$ cat src/rtl/tx_record_scheduler_pkg.sv
// Shared constants and types for the UART record scheduler.
// Frame headers, banner text, FSM and source enums.
package tx_record_pkg;

  localparam int FRAME_W = 48;

  localparam logic [7:0] HDR_EVENT = 8'hAA;
  localparam logic [7:0] HDR_HB    = 8'hA5;
  localparam logic [7:0] HDR_OVF   = 8'hA0;

  localparam logic [FRAME_W-1:0] BANNER = 48'h68656c6c6f0a;

  typedef enum logic [1:0] {
    IDLE,
    START,
    HOLD,
    DRAIN
  } state_e;

  typedef enum logic [1:0] {
    SRC_BANNER,
    SRC_OVF,
    SRC_HB,
    SRC_EV
  } src_e;

  // Byte idx of a frame, byte 0 being the MSB end.
  function automatic logic [7:0] frame_byte(
    input logic [FRAME_W-1:0] f,
    input logic [2:0]         idx
  );
    logic [7:0] b;
    case (idx)
      3'd0:    b = f[47:40];
      3'd1:    b = f[39:32];
      3'd2:    b = f[31:24];
      3'd3:    b = f[23:16];
      3'd4:    b = f[15:8];
      default: b = f[7:0];
    endcase
    return b;
  endfunction

endpackage

$ cat src/rtl/tx_record_scheduler_if.sv
// FIFO-side and UART-side handshake bundle.
// master = scheduler, slave = FIFO/UART environment.
interface tx_record_scheduler_if;
  import tx_record_pkg::*;

  logic [39:0] ev_data;
  logic        ev_valid;
  logic        ev_adv;
  logic        ev_drop;
  logic [7:0]  tx_dat;
  logic        tx_start;
  logic        tx_busy;

  modport master (
    input  ev_data,
    input  ev_valid,
    input  ev_drop,
    input  tx_busy,
    output ev_adv,
    output tx_dat,
    output tx_start
  );

  modport slave (
    output ev_data,
    output ev_valid,
    output ev_drop,
    output tx_busy,
    input  ev_adv,
    input  tx_dat,
    input  tx_start
  );

endinterface

$ cat src/rtl/tx_record_scheduler_hb_timer.sv
// Free-running heartbeat interval timer.
// tick pulses for one cycle when the count wraps.
module hb_timer #(
  parameter logic [31:0] HB_PERIOD = 32'd24000000
) (
  input  logic clk,
  input  logic reset,
  output logic tick
);

  logic [31:0] cnt_q;
  logic [31:0] cnt_d;

  // Count 0..HB_PERIOD-1 and wrap.
  always_comb begin
    tick  = (cnt_q == HB_PERIOD - 32'd1);
    cnt_d = tick ? 32'd0 : cnt_q + 32'd1;
  end

  // Counter register, synchronous active-low reset.
  always_ff @(posedge clk) begin
    if (!reset) cnt_q <= '0;
    else        cnt_q <= cnt_d;
  end

endmodule

$ cat src/rtl/tx_record_scheduler.sv
// Arbitrates banner/overflow/heartbeat/event records
// and serializes each 6-byte frame onto uart_tx.
module tx_record_scheduler
  import tx_record_pkg::*;
#(
  parameter logic [31:0] HB_PERIOD = 32'd24000000,
  parameter int          STAMP_W   = 32,
  parameter int          PROBE_W   = 8
) (
  input  logic               clk,
  input  logic               reset,
  input  logic [STAMP_W-1:0] stamp,
  tx_record_scheduler_if.master bus,
  output logic               rec_active,
  output logic [15:0]        drop_count
);

  state_e             state_q, state_d;
  logic [2:0]         idx_q, idx_d;
  logic [FRAME_W-1:0] frame_q, frame_d;
  logic [7:0]         tx_dat_q, tx_dat_d;
  logic               rec_active_q, rec_active_d;
  logic [15:0]        drop_q, drop_d;
  logic               hb_pend_q, hb_pend_d;
  logic               banner_q, banner_d;
  logic               last_ovf_q, last_ovf_d;

  logic               tick;
  logic               grant;
  src_e               src;
  logic [FRAME_W-1:0] sel_frame;
  logic               ev_adv;
  logic               tx_start;
  logic [PROBE_W-1:0] ev_probes;
  logic [STAMP_W-1:0] ev_stamp;

  hb_timer #(
    .HB_PERIOD(HB_PERIOD)
  ) u_hb_timer (
    .clk  (clk),
    .reset(reset),
    .tick (tick)
  );

  assign ev_probes = bus.ev_data[STAMP_W +: PROBE_W];
  assign ev_stamp  = bus.ev_data[STAMP_W-1:0];

  // Fixed-priority grant, only while idle and out of reset.
  always_comb begin
    grant = 1'b0;
    src   = SRC_EV;
    if (reset && state_q == IDLE) begin
      if (banner_q) begin
        grant = 1'b1;
        src   = SRC_BANNER;
      end else if (drop_q != 16'd0 && !last_ovf_q) begin
        grant = 1'b1;
        src   = SRC_OVF;
      end else if (hb_pend_q) begin
        grant = 1'b1;
        src   = SRC_HB;
      end else if (bus.ev_valid) begin
        grant = 1'b1;
        src   = SRC_EV;
      end
    end
  end

  // Frame image for the selected source.
  always_comb begin
    sel_frame = BANNER;
    unique case (src)
      SRC_BANNER: sel_frame = BANNER;
      SRC_OVF:    sel_frame = {HDR_OVF, 24'h0, drop_q};
      SRC_HB:     sel_frame = {HDR_HB, 8'h00, stamp};
      SRC_EV:     sel_frame = {HDR_EVENT, ev_probes, ev_stamp};
    endcase
  end

  // Byte sequencer: latch, start, hold, drain per byte.
  always_comb begin
    state_d      = state_q;
    idx_d        = idx_q;
    frame_d      = frame_q;
    tx_dat_d     = tx_dat_q;
    rec_active_d = rec_active_q;
    ev_adv       = 1'b0;
    tx_start     = 1'b0;
    unique case (state_q)
      IDLE: begin
        if (grant) begin
          frame_d      = sel_frame;
          idx_d        = 3'd0;
          tx_dat_d     = sel_frame[47:40];
          rec_active_d = 1'b1;
          ev_adv       = (src == SRC_EV);
          state_d      = START;
        end
      end
      START: begin
        tx_start = 1'b1;
        state_d  = HOLD;
      end
      HOLD: begin
        // uart_tx raises busy one cycle after start.
        state_d = DRAIN;
      end
      DRAIN: begin
        if (!bus.tx_busy) begin
          if (idx_q == 3'd5) begin
            rec_active_d = 1'b0;
            state_d      = IDLE;
          end else begin
            idx_d    = idx_q + 3'd1;
            tx_dat_d = frame_byte(frame_q, idx_q + 3'd1);
            state_d  = START;
          end
        end
      end
    endcase
  end

  // Pending-source bookkeeping and drop counter.
  always_comb begin
    banner_d   = banner_q;
    hb_pend_d  = hb_pend_q;
    last_ovf_d = last_ovf_q;
    drop_d     = drop_q;
    if (grant) begin
      last_ovf_d = (src == SRC_OVF);
      if (src == SRC_BANNER) banner_d  = 1'b0;
      if (src == SRC_HB)     hb_pend_d = 1'b0;
    end
    if (tick) hb_pend_d = 1'b1;
    if (grant && src == SRC_OVF) begin
      drop_d = {15'd0, bus.ev_drop};
    end else if (bus.ev_drop && drop_q != 16'hFFFF) begin
      drop_d = drop_q + 16'd1;
    end
  end

  // State registers, synchronous active-low reset.
  always_ff @(posedge clk) begin
    if (!reset) begin
      state_q      <= IDLE;
      idx_q        <= 3'd0;
      frame_q      <= '0;
      tx_dat_q     <= 8'h00;
      rec_active_q <= 1'b0;
      drop_q       <= 16'd0;
      hb_pend_q    <= 1'b0;
      banner_q     <= 1'b1;
      last_ovf_q   <= 1'b0;
    end else begin
      state_q      <= state_d;
      idx_q        <= idx_d;
      frame_q      <= frame_d;
      tx_dat_q     <= tx_dat_d;
      rec_active_q <= rec_active_d;
      drop_q       <= drop_d;
      hb_pend_q    <= hb_pend_d;
      banner_q     <= banner_d;
      last_ovf_q   <= last_ovf_d;
    end
  end

  assign bus.ev_adv   = ev_adv;
  assign bus.tx_start = tx_start;
  assign bus.tx_dat   = tx_dat_q;
  assign rec_active   = rec_active_q;
  assign drop_count   = drop_q;

endmodule
$ cat src/flat_wrapper.sv
// flat-port wrapper written by rule: the top's interface ports become plain ports
module tx_record_scheduler_flat import tx_record_pkg::*;
#(
  parameter logic [31:0] HB_PERIOD = 32'd24000000,
  parameter int          STAMP_W   = 32,
  parameter int          PROBE_W   = 8
)
  (clk, reset, stamp, rec_active, drop_count, bus_ev_data, bus_ev_valid, bus_ev_drop, bus_tx_busy, bus_ev_adv, bus_tx_dat, bus_tx_start);
  tx_record_scheduler_if bus_i ();
  input  logic clk;
  input  logic reset;
  input  logic [STAMP_W-1:0] stamp;
  output logic rec_active;
  output logic [15:0] drop_count;
  input wire logic [$bits(bus_i.ev_data)-1:0] bus_ev_data;
  input wire logic [$bits(bus_i.ev_valid)-1:0] bus_ev_valid;
  input wire logic [$bits(bus_i.ev_drop)-1:0] bus_ev_drop;
  input wire logic [$bits(bus_i.tx_busy)-1:0] bus_tx_busy;
  output wire logic [$bits(bus_i.ev_adv)-1:0] bus_ev_adv;
  output wire logic [$bits(bus_i.tx_dat)-1:0] bus_tx_dat;
  output wire logic [$bits(bus_i.tx_start)-1:0] bus_tx_start;
  assign bus_i.ev_data = bus_ev_data;
  assign bus_i.ev_valid = bus_ev_valid;
  assign bus_i.ev_drop = bus_ev_drop;
  assign bus_i.tx_busy = bus_tx_busy;
  assign bus_ev_adv = bus_i.ev_adv;
  assign bus_tx_dat = bus_i.tx_dat;
  assign bus_tx_start = bus_i.tx_start;
  tx_record_scheduler #(.HB_PERIOD(HB_PERIOD), .STAMP_W(STAMP_W), .PROBE_W(PROBE_W)) u_core (.clk(clk), .reset(reset), .stamp(stamp), .bus(bus_i), .rec_active(rec_active), .drop_count(drop_count));
endmodule
$ cat config.mk
export PLATFORM = sky130hd
export DESIGN_NAME = tx_record_scheduler_flat
export DESIGN_NICKNAME = d
export VERILOG_FILES = /design/src/rtl/tx_record_scheduler_pkg.sv /design/src/rtl/tx_record_scheduler_if.sv /design/src/rtl/tx_record_scheduler_hb_timer.sv /design/src/rtl/tx_record_scheduler.sv /design/src/flat_wrapper.sv
export SDC_FILE = /design/constraint.sdc
export NUM_CORES = 1
export LEC_CHECK = 0
export CORE_MARGIN = 2
export CORE_UTILIZATION = 53
export CTS_BUF_LIST = sky130_fd_sc_hd__clkbuf_8 sky130_fd_sc_hd__clkbuf_16
export CTS_CLUSTER_SIZE = 40
export DETAILED_ROUTE_END_ITERATION = 16
export PLACE_DENSITY = 0.8
export SETUP_SLACK_MARGIN = 0.02
export SYNTH_ARGS = -nofsm -noshare
export SYNTH_HDL_FRONTEND = slang
export SYNTH_SLANG_ARGS = --single-unit
$ cat constraint.sdc
create_clock -name clk -period 3.8 [get_ports clk]
set_input_delay 0.95 -clock clk [delete_from_list [all_inputs] [get_ports clk]]
set_output_delay 0.95 -clock clk [all_outputs]
set_load 0.01 [all_outputs]
==> key figures, run 1 <==
Timing
  • Hold Fails Final Rpt: 0
  • RSZ-0062 raised after global routing: false
  • Setup violators final: 0
  • Fin crit share: 0.949
  • Setup TNS: 0 ns
  • PnR worst setup slack: around 0.19 ns
  • Slew Limit Fails: 0
  • Fmax: 277 MHz
  • Rel. slew slack: 0.255
  • Worst Skew: 0.0141 ns
  • Minimum clock period: between 3 and 4 ns
  • Measured slew at the worst slew-check pin: 1.12 ns

CTS
  • Clk buf depth: 2
  • CTS clk-pin slew, worst paths: around 0.11 ns
  • CTS sink count: 111
  • Htree depth: 3
  • Root Buffer: clkbuf_8
  • Num CTS Buffers: 9
  • CTS hold repair buffers: 0
  • Worst skew pair latency: about 0.38 ns
  • CTS tree: built

Route
  • DR WL/cell: approximately 18 um
  • Met3 wire len: about 1.3 mm
  • Antenna Nets Post-Route: 0
  • Routed vias: 5657
  • First-pass DRT Iterations: 5
  • Via density: between 6 and 7
  • Highest Signal Layer: met4
  • Routed WL: between 15 and 20 mm
  • Final routed DRC violation total: 0
  • Violation count after the first detailed-route iteration: ~490
  • Met2 wire len: approximately 8 mm
  • Post-Route M1 WL: roughly 7.1 mm

Placed design
  • HPWL after DPL: ~12 mm
  • IO Port Bufs: between 100 and 150
  • Placer Congestion: 0.967
  • Dpl ws: 0.231 ns

Final layout
  • Multi-input logic area: 3290 um2
  • Most frequent cells in the layout: dfxtp_1 (110), clkdlybuf4s50_1 (101), nand2_1 (76)
  • Fill count: between 900 and 1k
  • Register area: 2220 um2
  • # diodes: 0
  • Layout cell share with drive strength beyond 1: 0.0605
  • Layout Nets: roughly 850
  • P&R area growth vs syn: 22.9%
  • Most common cell after layout, fill and taps aside: dfxtp_1

Yosys
  • Post-synth top area share: 0.386
  • Synthesized Nets: between 700 and 800
  • Mapped cell area: between 5000 and 6000 um2
  • Post-synth EDFFs: 0
  • Yosys warnings: 0
  • Seq/Total Area, Yosys: 0.386
  • Synth Flop Type: dfxtp_1
  • Syn_area_per_cell: between 8 and 9 um2
  • Area contributors post-synth: dfxtp_1 (39%), mux2i_1 (5.7%), nand2_1 (5.0%), ha_1 (4.3%), nor2_1 (3.7%)
  • Netlist cell types: 60
  • Post-synth top area cell: dfxtp_1
  • Mapped Cells: 671
  • Post-synthesis register bit count: 111
  • Synth async-reset ratio: 0

Critical path
  • Worst r2r dst: u_core.frame_q[23]
  • CP Data Required Time: ~2.9 ns
  • R2R depth: 12
  • WP data arrival: around 2.7 ns
  • RR Startpoint: u_core.drop_count[1]
  • WS Path Type: reg2out
  • Crit-path max FO: 6
  • Crit end category: output port
  • Reg2reg setup slack: ~0.66 ns
  • Startpoint Class: flip-flop

Power and ir drop
  • Clock group share of total power: 0.186
  • Psw: approximately 1400 uW
  • P per Cell Area: roughly 500 nW/um2
  • Power Total: approximately 3600 uW
  • Switching share of power: 0.377
  • Int Power: between 2000 and 2500 uW
  • LEAKAGE: 0.00269 uW
  • Comb pwr share: 0.377
  • VDD IR max: roughly 0.24 mV
  • Part of the power in registers: 0.437

Job
  • Maxcap violations: 0

Min path
  • Hold endpoint: u_core.frame_q[45]
  • Hold Path Origin: u_core.frame_q[45]
  • Min-Delay Path Class: reg2reg
  • Hold Path Cell Cnt: 2

Global routing
  • First-pass GRT wire length: 26.4 mm
  • Gr usage total: 0.285
  • Remaining Overflow, GRT: 0
  • Antenna violations before repair: 0
  • Vias in the first global route: approximately 5.2k
  • Largest net degree at the start of global routing: 54

Die
  • Height of the die: 108 um
  • Placement Rows: 38
  • CORE AREA: approximately 11000 um2
  • Initial core utilization: 0.536
  • Die extent in x: about 110 um
  • Full die area: 11700 um2
  • Num ports: between 100 and 150

Outcome
  • Outcome: finished, final reports clean
[sequential cells by signal (all words and copies together), names as in the netlist]
| name | count |
|---|---|
| u_core.banner_q | 1 |
| u_core.bus.tx_dat | 8 |
| u_core.drop_count | 16 |
| u_core.frame_q | 46 |
| u_core.hb_pend_q | 1 |
| u_core.idx_q | 3 |
| u_core.last_ovf_q | 1 |
| u_core.rec_active | 1 |
| u_core.state_q | 2 |
| u_core.u_hb_timer.cnt_q | 32 |
[layout make-up]
class | count | share of cell area
tap | 140 | 0.0247
sequential | 111 | 0.314
clock inverter | 6 | 0.00618
inverter | 17 | 0.00901
timing repair buffer | 120 | 0.163
clock buffer | 10 | 0.0194
multi-input combinational | 496 | 0.464
[layer usage]
| layer | vias up | track usage |
|---|---|---|
| met2 | 269 | 0.454 |
| li1 | 2638 | - |
| met1 | 2727 | 0.391 |
| met4 | 0 | 0.0971 |
| met5 | - | 0 |
| met3 | 23 | 0.0488 |
[power groups by stage]
stage / clock network [uW] / registers, uW / logic, uW
2_1_floorplan: 0 / 1540 / 873
3_3_place_gp: 0 / 1580 / 1300
3_5_place_dp: 0 / 1590 / 1340
4_1_cts: 674 / 1560 / 1340
5_1_grt: 731 / 1590 / 1470
6_report: 670 / 1570 / 1350
[critical path, stage by stage (launching register included)]
cell	delay (ns)
dfxtp_2	0.39
inv_1	0.05
ha_1	0.17
nor4b_1	0.13
and4_1	0.23
or2_2	0.33
a21oi_2	0.18
nand2b_4	0.16
ha_1	0.15
and3_1	0.19
dlygate4sd2_1	0.29
[timing repair]
item                                   4_1_cts  5_1_grt
endpoints found under the hold margin        0        0
buffers inserted                             0        0
setup endpoints to repair                    1        0
gates resized for setup                      4        0
[worst max path at each step]
stage | from | cells past startpoint | to
2_1_floorplan | u_core.drop_count[0] | 11 | bus_ev_adv
3_3_place_gp | u_core.drop_count[1] | 10 | bus_ev_adv
3_5_place_dp | u_core.drop_count[1] | 10 | bus_ev_adv
4_1_cts | u_core.drop_count[1] | 10 | bus_ev_adv
5_1_grt | u_core.drop_count[1] | 10 | bus_ev_adv
6_report | u_core.drop_count[1] | 10 | bus_ev_adv
[Yosys cell counts (all sizes together), types with 10 or more instances]
library cell / n
inv: 16
a21oi: 24
clkbuf: 30
o21ai: 26
nand4: 14
nand2: 76
o211ai: 18
a22oi: 13
nor2: 60
and3: 12
mux2i: 33
buf: 17
xor2: 23
a222oi: 16
nor4: 12
nand3: 30
a211oi: 13
dfxtp: 111
xnor2: 15
ha: 20
a221oi: 10
[stage by stage]
stage / instance area (um2) / util / hold WS [ns] / instances
6_report: 7080 / 0.659 / 0.454 / 900
5_1_grt: 7080 / 0.659 / 0.481 / 900
4_1_cts: 7080 / 0.659 / 0.454 / 900
3_5_place_dp: 6890 / 0.641 / 0.439 / 884
3_3_place_gp: 6890 / 0.641 / 0.434 / 884
2_1_floorplan: 5760 / - / 0.422 / 671
[cell families after synthesis]
kind of cell    after synthesis  share of synthesized area
compound gates              156                      0.196
fa+ha+maj                    20                     0.0434
mux                          33                     0.0573
buf+inv                      64                     0.0462
simple gates                249                      0.213
flops                       111                      0.386
xor+xnor                     38                     0.0578
Power figures use the tool's default switching activity.
==> run 2, diff against run 1 <==
--- a/config.mk
+++ b/config.mk
@@ -10,5 +10,5 @@
 export CTS_BUF_LIST = sky130_fd_sc_hd__clkbuf_8 sky130_fd_sc_hd__clkbuf_16
-export CTS_CLUSTER_SIZE = 40
+export CTS_CLUSTER_SIZE = 10
 export DETAILED_ROUTE_END_ITERATION = 16
-export PLACE_DENSITY = 0.8
+export PLACE_DENSITY = 0.81
 export SETUP_SLACK_MARGIN = 0.02
--- a/constraint.sdc
+++ b/constraint.sdc
@@ -3,2 +3,2 @@
 set_output_delay 0.95 -clock clk [all_outputs]
-set_load 0.01 [all_outputs]
+set_load 0.05 [all_outputs]
==> run 2 against run 1 <==
Register-to-register slack worse by 0.13 ns. Utilization down 0.10 points. First-iteration DRC count down 17%. Routed wire length down 7.2%. Global-route usage down 1.8 points. Clock power up 16%. Non-clock buffer count down 6. Clock skew down 0.0052 ns. Sequential share of layout area up 0.068 points. Setup slack worse by 0.043 ns. Critical path type unchanged. Largest power group unchanged.
==> key figures, run 2 (synthesis results as in run 1) <==
Global routing
  • Layer with the highest usage: met2
  • Antenna violations before repair: 0 (unchanged)
  • GR Layer Usage met3: 0.0573 (+0.00844)
  • First-pass GRT wire length: 24.8 mm (-6.2%)
  • Vias in the first global route: 5003 (-4.5%)
  • Largest net degree at the start of global routing: 41 (-24%)
  • Remaining Overflow, GRT: 0 (unchanged)
  • Met1 usage: 0.374 (-0.0176)
  • Gr usage total: 0.267 (-0.0180)
  • Met2 Use GR: 0.409 (-0.0445)

Final layout
  • Layout Nets: 846 (-0.70%)
  • Register area: 2220 um2 (about the same)
  • Most frequent cells in the layout: dfxtp_1 (109), clkdlybuf4s50_1 (101), nand2_1 (76)
  • Fill count: 900 (-1.7%)
  • Multi-input logic area: 3280 um2 (-0.19%)
  • P&R area growth vs syn: 22.7%
  • Max reg flops: 46 (unchanged)
  • Most common cell after layout, fill and taps aside: dfxtp_1
  • Largest Register: u_core.frame_q
  • # diodes: 0 (unchanged)
  • Final Core Density: 0.658 (-0.00105)
  • Layout cell share with drive strength beyond 1: 0.0544 (-0.00615)

Route
  • Via density: 6.07 (-3.4%)
  • Antenna Nets Post-Route: 0 (unchanged)
  • Violation count after the first detailed-route iteration: 404 (-17%)
  • DR WL/cell: 17.2 um (-6.6%)
  • First-pass DRT Iterations: 7 (+2)
  • Routed vias: 5427 (-4.1%)
  • Final routed DRC violation total: 0 (unchanged)
  • Routed WL: 15.4 mm (-7.2%)

Die
  • Placement Rows: 38 (unchanged)
  • Initial core utilization: 0.536 (unchanged)
  • CORE AREA: 10700 um2 (unchanged)
  • Num ports: 104 (unchanged)
  • Full die area: 11700 um2 (unchanged)
  • Die extent in x: 108 um (unchanged)
  • Height of the die: 108 um (unchanged)

Placed design
  • IO Port Bufs: 103 (unchanged)
  • Placer Congestion: 0.920 (-5.0%)
  • HPWL after DPL: 11.4 mm (-7.8%)
  • Dpl ws: 0.616 ns (+0.385 ns)

Power and ir drop
  • Psw: 1430 uW (+5.4%)
  • Power Total: 3790 uW (+5.4%)
  • Switching share of power: 0.377 (about the same)
  • P per Cell Area: 536 nW/um2 (+5.6%)
  • VDD IR max: 0.361 mV (+48%)
  • Int Power: 2360 uW (+5.4%)
  • LEAKAGE: 0.00268 uW (-0.43%)
  • Comb pwr share: 0.378 (about the same)
  • Clock group share of total power: 0.206 (+0.020)
  • Part of the power in registers: 0.416 (-0.021)

CTS
  • Root Buffer: clkbuf_8
  • Num CTS Buffers: 9 (unchanged)
  • Postcts setup bufs: 0 (unchanged)
  • Htree depth: 3 (unchanged)
  • Clk buf depth: 2 (unchanged)
  • CTS sink count: 111 (unchanged)
  • CTS tree: built
  • CTS clk-pin slew, worst paths: 0.10 ns (about the same)
  • CTS hold repair buffers: 0 (unchanged)
  • Worst skew pair latency: 0.38 ns (about the same)
  • # resized after CTS: 0 (-4)

Timing
  • Setup TNS: 0 ns (unchanged)
  • Slew Limit Fails: 0 (unchanged)
  • Hold Fails Final Rpt: 0 (unchanged)
  • Setup violators final: 0 (unchanged)
  • PnR worst setup slack: 0.149 ns (-0.0429 ns)
  • Fmax: 274 MHz (-1.2%)
  • Worst Skew: 0.00890 ns (-0.00524 ns)
  • Rel. slew slack: 0.235 (-0.0203)
  • Measured slew at the worst slew-check pin: 1.15 ns (+0.0304 ns)
  • Fin crit share: 0.961 (+0.0113)
  • RSZ-0062 raised after global routing: false
  • Final hold slack: 0.461 ns (+0.00663 ns)
  • Minimum clock period: 3.65 ns (+0.0429 ns)

Critical path
  • Crit-path max FO: 6 (unchanged)
  • Crit end category: output port
  • WP data arrival: 2.70 ns (+0.04 ns)
  • R2R depth: 11 (-1)
  • Startpoint Class: flip-flop
  • CP Data Required Time: 2.85 ns (about the same)
  • WS Path Type: reg2out

Job
  • Maxcap violations: 0 (unchanged)

Outcome
  • Outcome: finished, final reports clean

Min path
  • Hold Path Cell Cnt: 2 (unchanged)
  • Min-Delay Path Class: reg2reg
## run 2: changes by cell type in the layout (fill, tap and decap cells not counted), sizes merged
cell and delta:
bufinv +2, clkinvlp -1, dlygate4sd2 -1, inv -1
buf -5
## run 2: per-stage QoR
step,std cells,area (um2)
3_5_place_dp,878,6850
5_1_grt,894,7070
4_1_cts,894,7070
6_report,894,7070
3_3_place_gp,878,6850
2_1_floorplan,671,5770
## run 2: critical path: stages (launching register included)
cell	delay (ns)
dfxtp_2	0.39
inv_1	0.06
ha_1	0.19
nor4b_1	0.14
and4_1	0.23
or2_2	0.32
a21oi_1	0.22
nand2b_1	0.20
ha_1	0.19
and3_4	0.18
buf_4	0.19
## run 2: layout make-up
cell class | count | share of cell area
inverter | 17 | 0.00902
multi-input combinational | 496 | 0.464
tap | 140 | 0.0248
sequential | 111 | 0.315
clock inverter | 6 | 0.0119
clock buffer | 10 | 0.0195
timing repair buffer | 114 | 0.156
## run 2: per-layer routing
metal	up-vias	share of wire
met5	-	0
met4	0	0.016
met3	18	0.082
met2	229	0.45
met1	2558	0.45
li1	2622	-
## run 2: path summary, 6_finish.rpt
kind	startpoint	end	slack, ns
worst min-delay path	u_core.frame_q[45]	u_core.frame_q[45]	0.46
worst min register to register	u_core.frame_q[45]	u_core.frame_q[45]	0.46
worst max register to register	u_core.drop_count[0]	u_core.frame_q[25]	0.53
worst max-delay path	u_core.drop_count[0]	bus_ev_adv	0.15
## run 2: power by group through the flow
stage          Clock [uW]  Sequential [uW]  Combinational, uW
2_1_floorplan           0             1640                909
3_3_place_gp            0             1580               1380
3_5_place_dp            0             1590               1420
4_1_cts               795             1570               1420
5_1_grt               845             1600               1560
6_report              780             1580               1430
==> run 3, diff against run 2 <==
Settings changed: ABC_CLOCK_PERIOD_IN_PS set to 3800, RECOVER_POWER set to 50.
==> run 3 against run 2 <==
Routed wire length increased by 0.38%. Fmax decreased by 0.31%. Critical path depth unchanged. Sequential power about the same. Hold slack about the same. Critical path type unchanged. Critical endpoint unchanged. Largest power group unchanged.
==> key figures, run 3 (synthesis results as in run 1) <==
Outcome
  • Outcome: finished, final reports clean

Global routing
  • Remaining Overflow, GRT: 0 (unchanged)
  • GR Layer Usage met3: 0.0573 (unchanged)
  • First-pass GRT wire length: 24.8 mm (unchanged)
  • Largest net degree at the start of global routing: 41 (unchanged)
  • Vias in the first global route: 5003 (unchanged)
  • Gr usage total: 0.267 (unchanged)
  • Met1 usage: 0.374 (unchanged)
  • Antenna violations before repair: 0 (unchanged)
  • Met2 Use GR: 0.409 (unchanged)
  • Layer with the highest usage: met2

Timing
  • Worst Skew: 0.00955 ns (+0.000646 ns)
  • Setup violators final: 0 (unchanged)
  • RSZ-0062 raised after global routing: false
  • Measured slew at the worst slew-check pin: 1.22 ns (+0.0688 ns)
  • Hold Fails Final Rpt: 0 (unchanged)
  • Fin crit share: 0.964 (+0.00302)
  • Setup TNS: 0 ns (unchanged)
  • Fmax: 273 MHz (-0.31%)
  • Minimum clock period: 3.66 ns (+0.0115 ns)
  • Slew Limit Fails: 0 (unchanged)
  • Rel. slew slack: 0.189 (-0.0459)

Route
  • Violation count after the first detailed-route iteration: 505 (+25%)
  • Antenna Nets Post-Route: 0 (unchanged)
  • First-pass DRT Iterations: 7 (unchanged)
  • Routed vias: 5446 (+0.35%)
  • DR WL/cell: 17.3 um (+0.38%)
  • Final routed DRC violation total: 0 (unchanged)
  • Via density: 6.09 (+0.35%)
  • Routed WL: 15.5 mm (+0.38%)

Final layout
  • Most common cell after layout, fill and taps aside: dfxtp_1
  • Layout cell share with drive strength beyond 1: 0.0504 (-0.00398)
  • # diodes: 0 (unchanged)
  • Most frequent cells in the layout: dfxtp_1 (109), clkdlybuf4s50_1 (77), nand2_1 (76)
  • Largest Register: u_core.frame_q
  • Layout Nets: 846 (unchanged)
  • Max reg flops: 46 (unchanged)
  • Non-filler instance count after layout: 894 (unchanged)
  • P&R area growth vs syn: 22.5%

CTS
  • CTS clk-pin slew, worst paths: 0.10 ns (about the same)
  • CTS tree: built
  • Num CTS Buffers: 9 (unchanged)
  • CTS sink count: 111 (unchanged)
  • Root Buffer: clkbuf_8
  • Htree depth: 3 (unchanged)
  • CTS hold repair buffers: 0 (unchanged)
  • Clk buf depth: 2 (unchanged)
  • Worst skew pair latency: 0.38 ns (about the same)
  • # resized after CTS: 0 (unchanged)
  • Postcts setup bufs: 0 (unchanged)

Placed design
  • HPWL after DPL: 11.4 mm (unchanged)
  • Placed cells: 878 (unchanged)
  • IO Port Bufs: 103 (unchanged)
  • Placer Congestion: 0.920 (unchanged)

Critical path
  • Startpoint Class: flip-flop
  • CP Data Required Time: 2.85 ns (about the same)
  • Crit-path max FO: 6 (unchanged)
  • Reg2reg setup slack: 0.48 ns (-0.05 ns)
  • Crit end category: output port
  • WP data arrival: 2.71 ns (about the same)
  • WS Path Type: reg2out

Die
  • Initial core utilization: 0.536 (unchanged)
  • Placement Rows: 38 (unchanged)
  • Height of the die: 108 um (unchanged)
  • CORE AREA: 10700 um2 (unchanged)
  • Full die area: 11700 um2 (unchanged)
  • Num ports: 104 (unchanged)
  • Die extent in x: 108 um (unchanged)

Power and ir drop
  • VDD IR max: 0.357 mV (-1.0%)
  • P per Cell Area: 536 nW/um2 (about the same)
  • LEAKAGE: 0.00274 uW (+2.3%)

Min path
  • Min-Delay Path Class: reg2reg

Job
  • Maxcap violations: 0 (unchanged)
-- run 3: cell count changes in the layout (fill, tap and decap cells not counted), sizes merged --
cell           delta
buf               -4
clkbuf            +4
clkdlybuf4s50    -24
dlygate4sd3      +24
-- run 3: final timing paths --
check | cells past startpoint | endpoint | start
worst max-delay path | 10 | bus_ev_adv | u_core.drop_count[0]
worst min register to register | 2 | u_core.frame_q[45] | u_core.frame_q[45]
worst min-delay path | 2 | u_core.frame_q[45] | u_core.frame_q[45]
worst max register to register | 9 | u_core.frame_q[18] | u_core.drop_count[0]
-- run 3: metrics by stage --
step / utilization / hold WS (ns) / total power (uW) / cell area, um2 / worst slack (ns)
floorplan: - / 0.422 / 2550 / 5770 / 0.119
global placement: 0.637 / 0.429 / 2960 / 6850 / 0.718
detailed placement: 0.637 / 0.447 / 3010 / 6850 / 0.616
CTS: 0.658 / 0.462 / 3780 / 7070 / 0.175
global route: 0.657 / 0.494 / 3990 / 7060 / 0.0351
finish: 0.657 / 0.461 / 3790 / 7060 / 0.138
-- run 3: per-layer routing --
layer	up-vias	part of all wire
li1	2624	-
met1	2555	0.45
met2	246	0.45
met3	21	0.088
met4	0	0.016
met5	-	0
-- run 3: area by class of cell --
type	instances	area (um2)
clock buffer	10	138
clock inverter	6	83.8
fill	906	3690
inverter	17	63.8
multi-input combinational	496	3280
sequential	111	2220
tap	140	175
timing repair buffer	114	1090
-- run 3: where the power goes --
group / total (uW) / internal [uW] / switching, uW
registers: 1570 / 1400 / 172
clock network: 785 / 387 / 398
logic: 1430 / 561 / 865
-- run 3: worst max-delay path: stages (launching register included) --
cell	delay [ns]
dfxtp_2	0.39
inv_1	0.06
ha_1	0.19
nor4b_1	0.14
and4_1	0.23
or2_2	0.33
a21oi_1	0.23
nand2b_1	0.20
ha_1	0.19
and3_4	0.18
buf_4	0.19
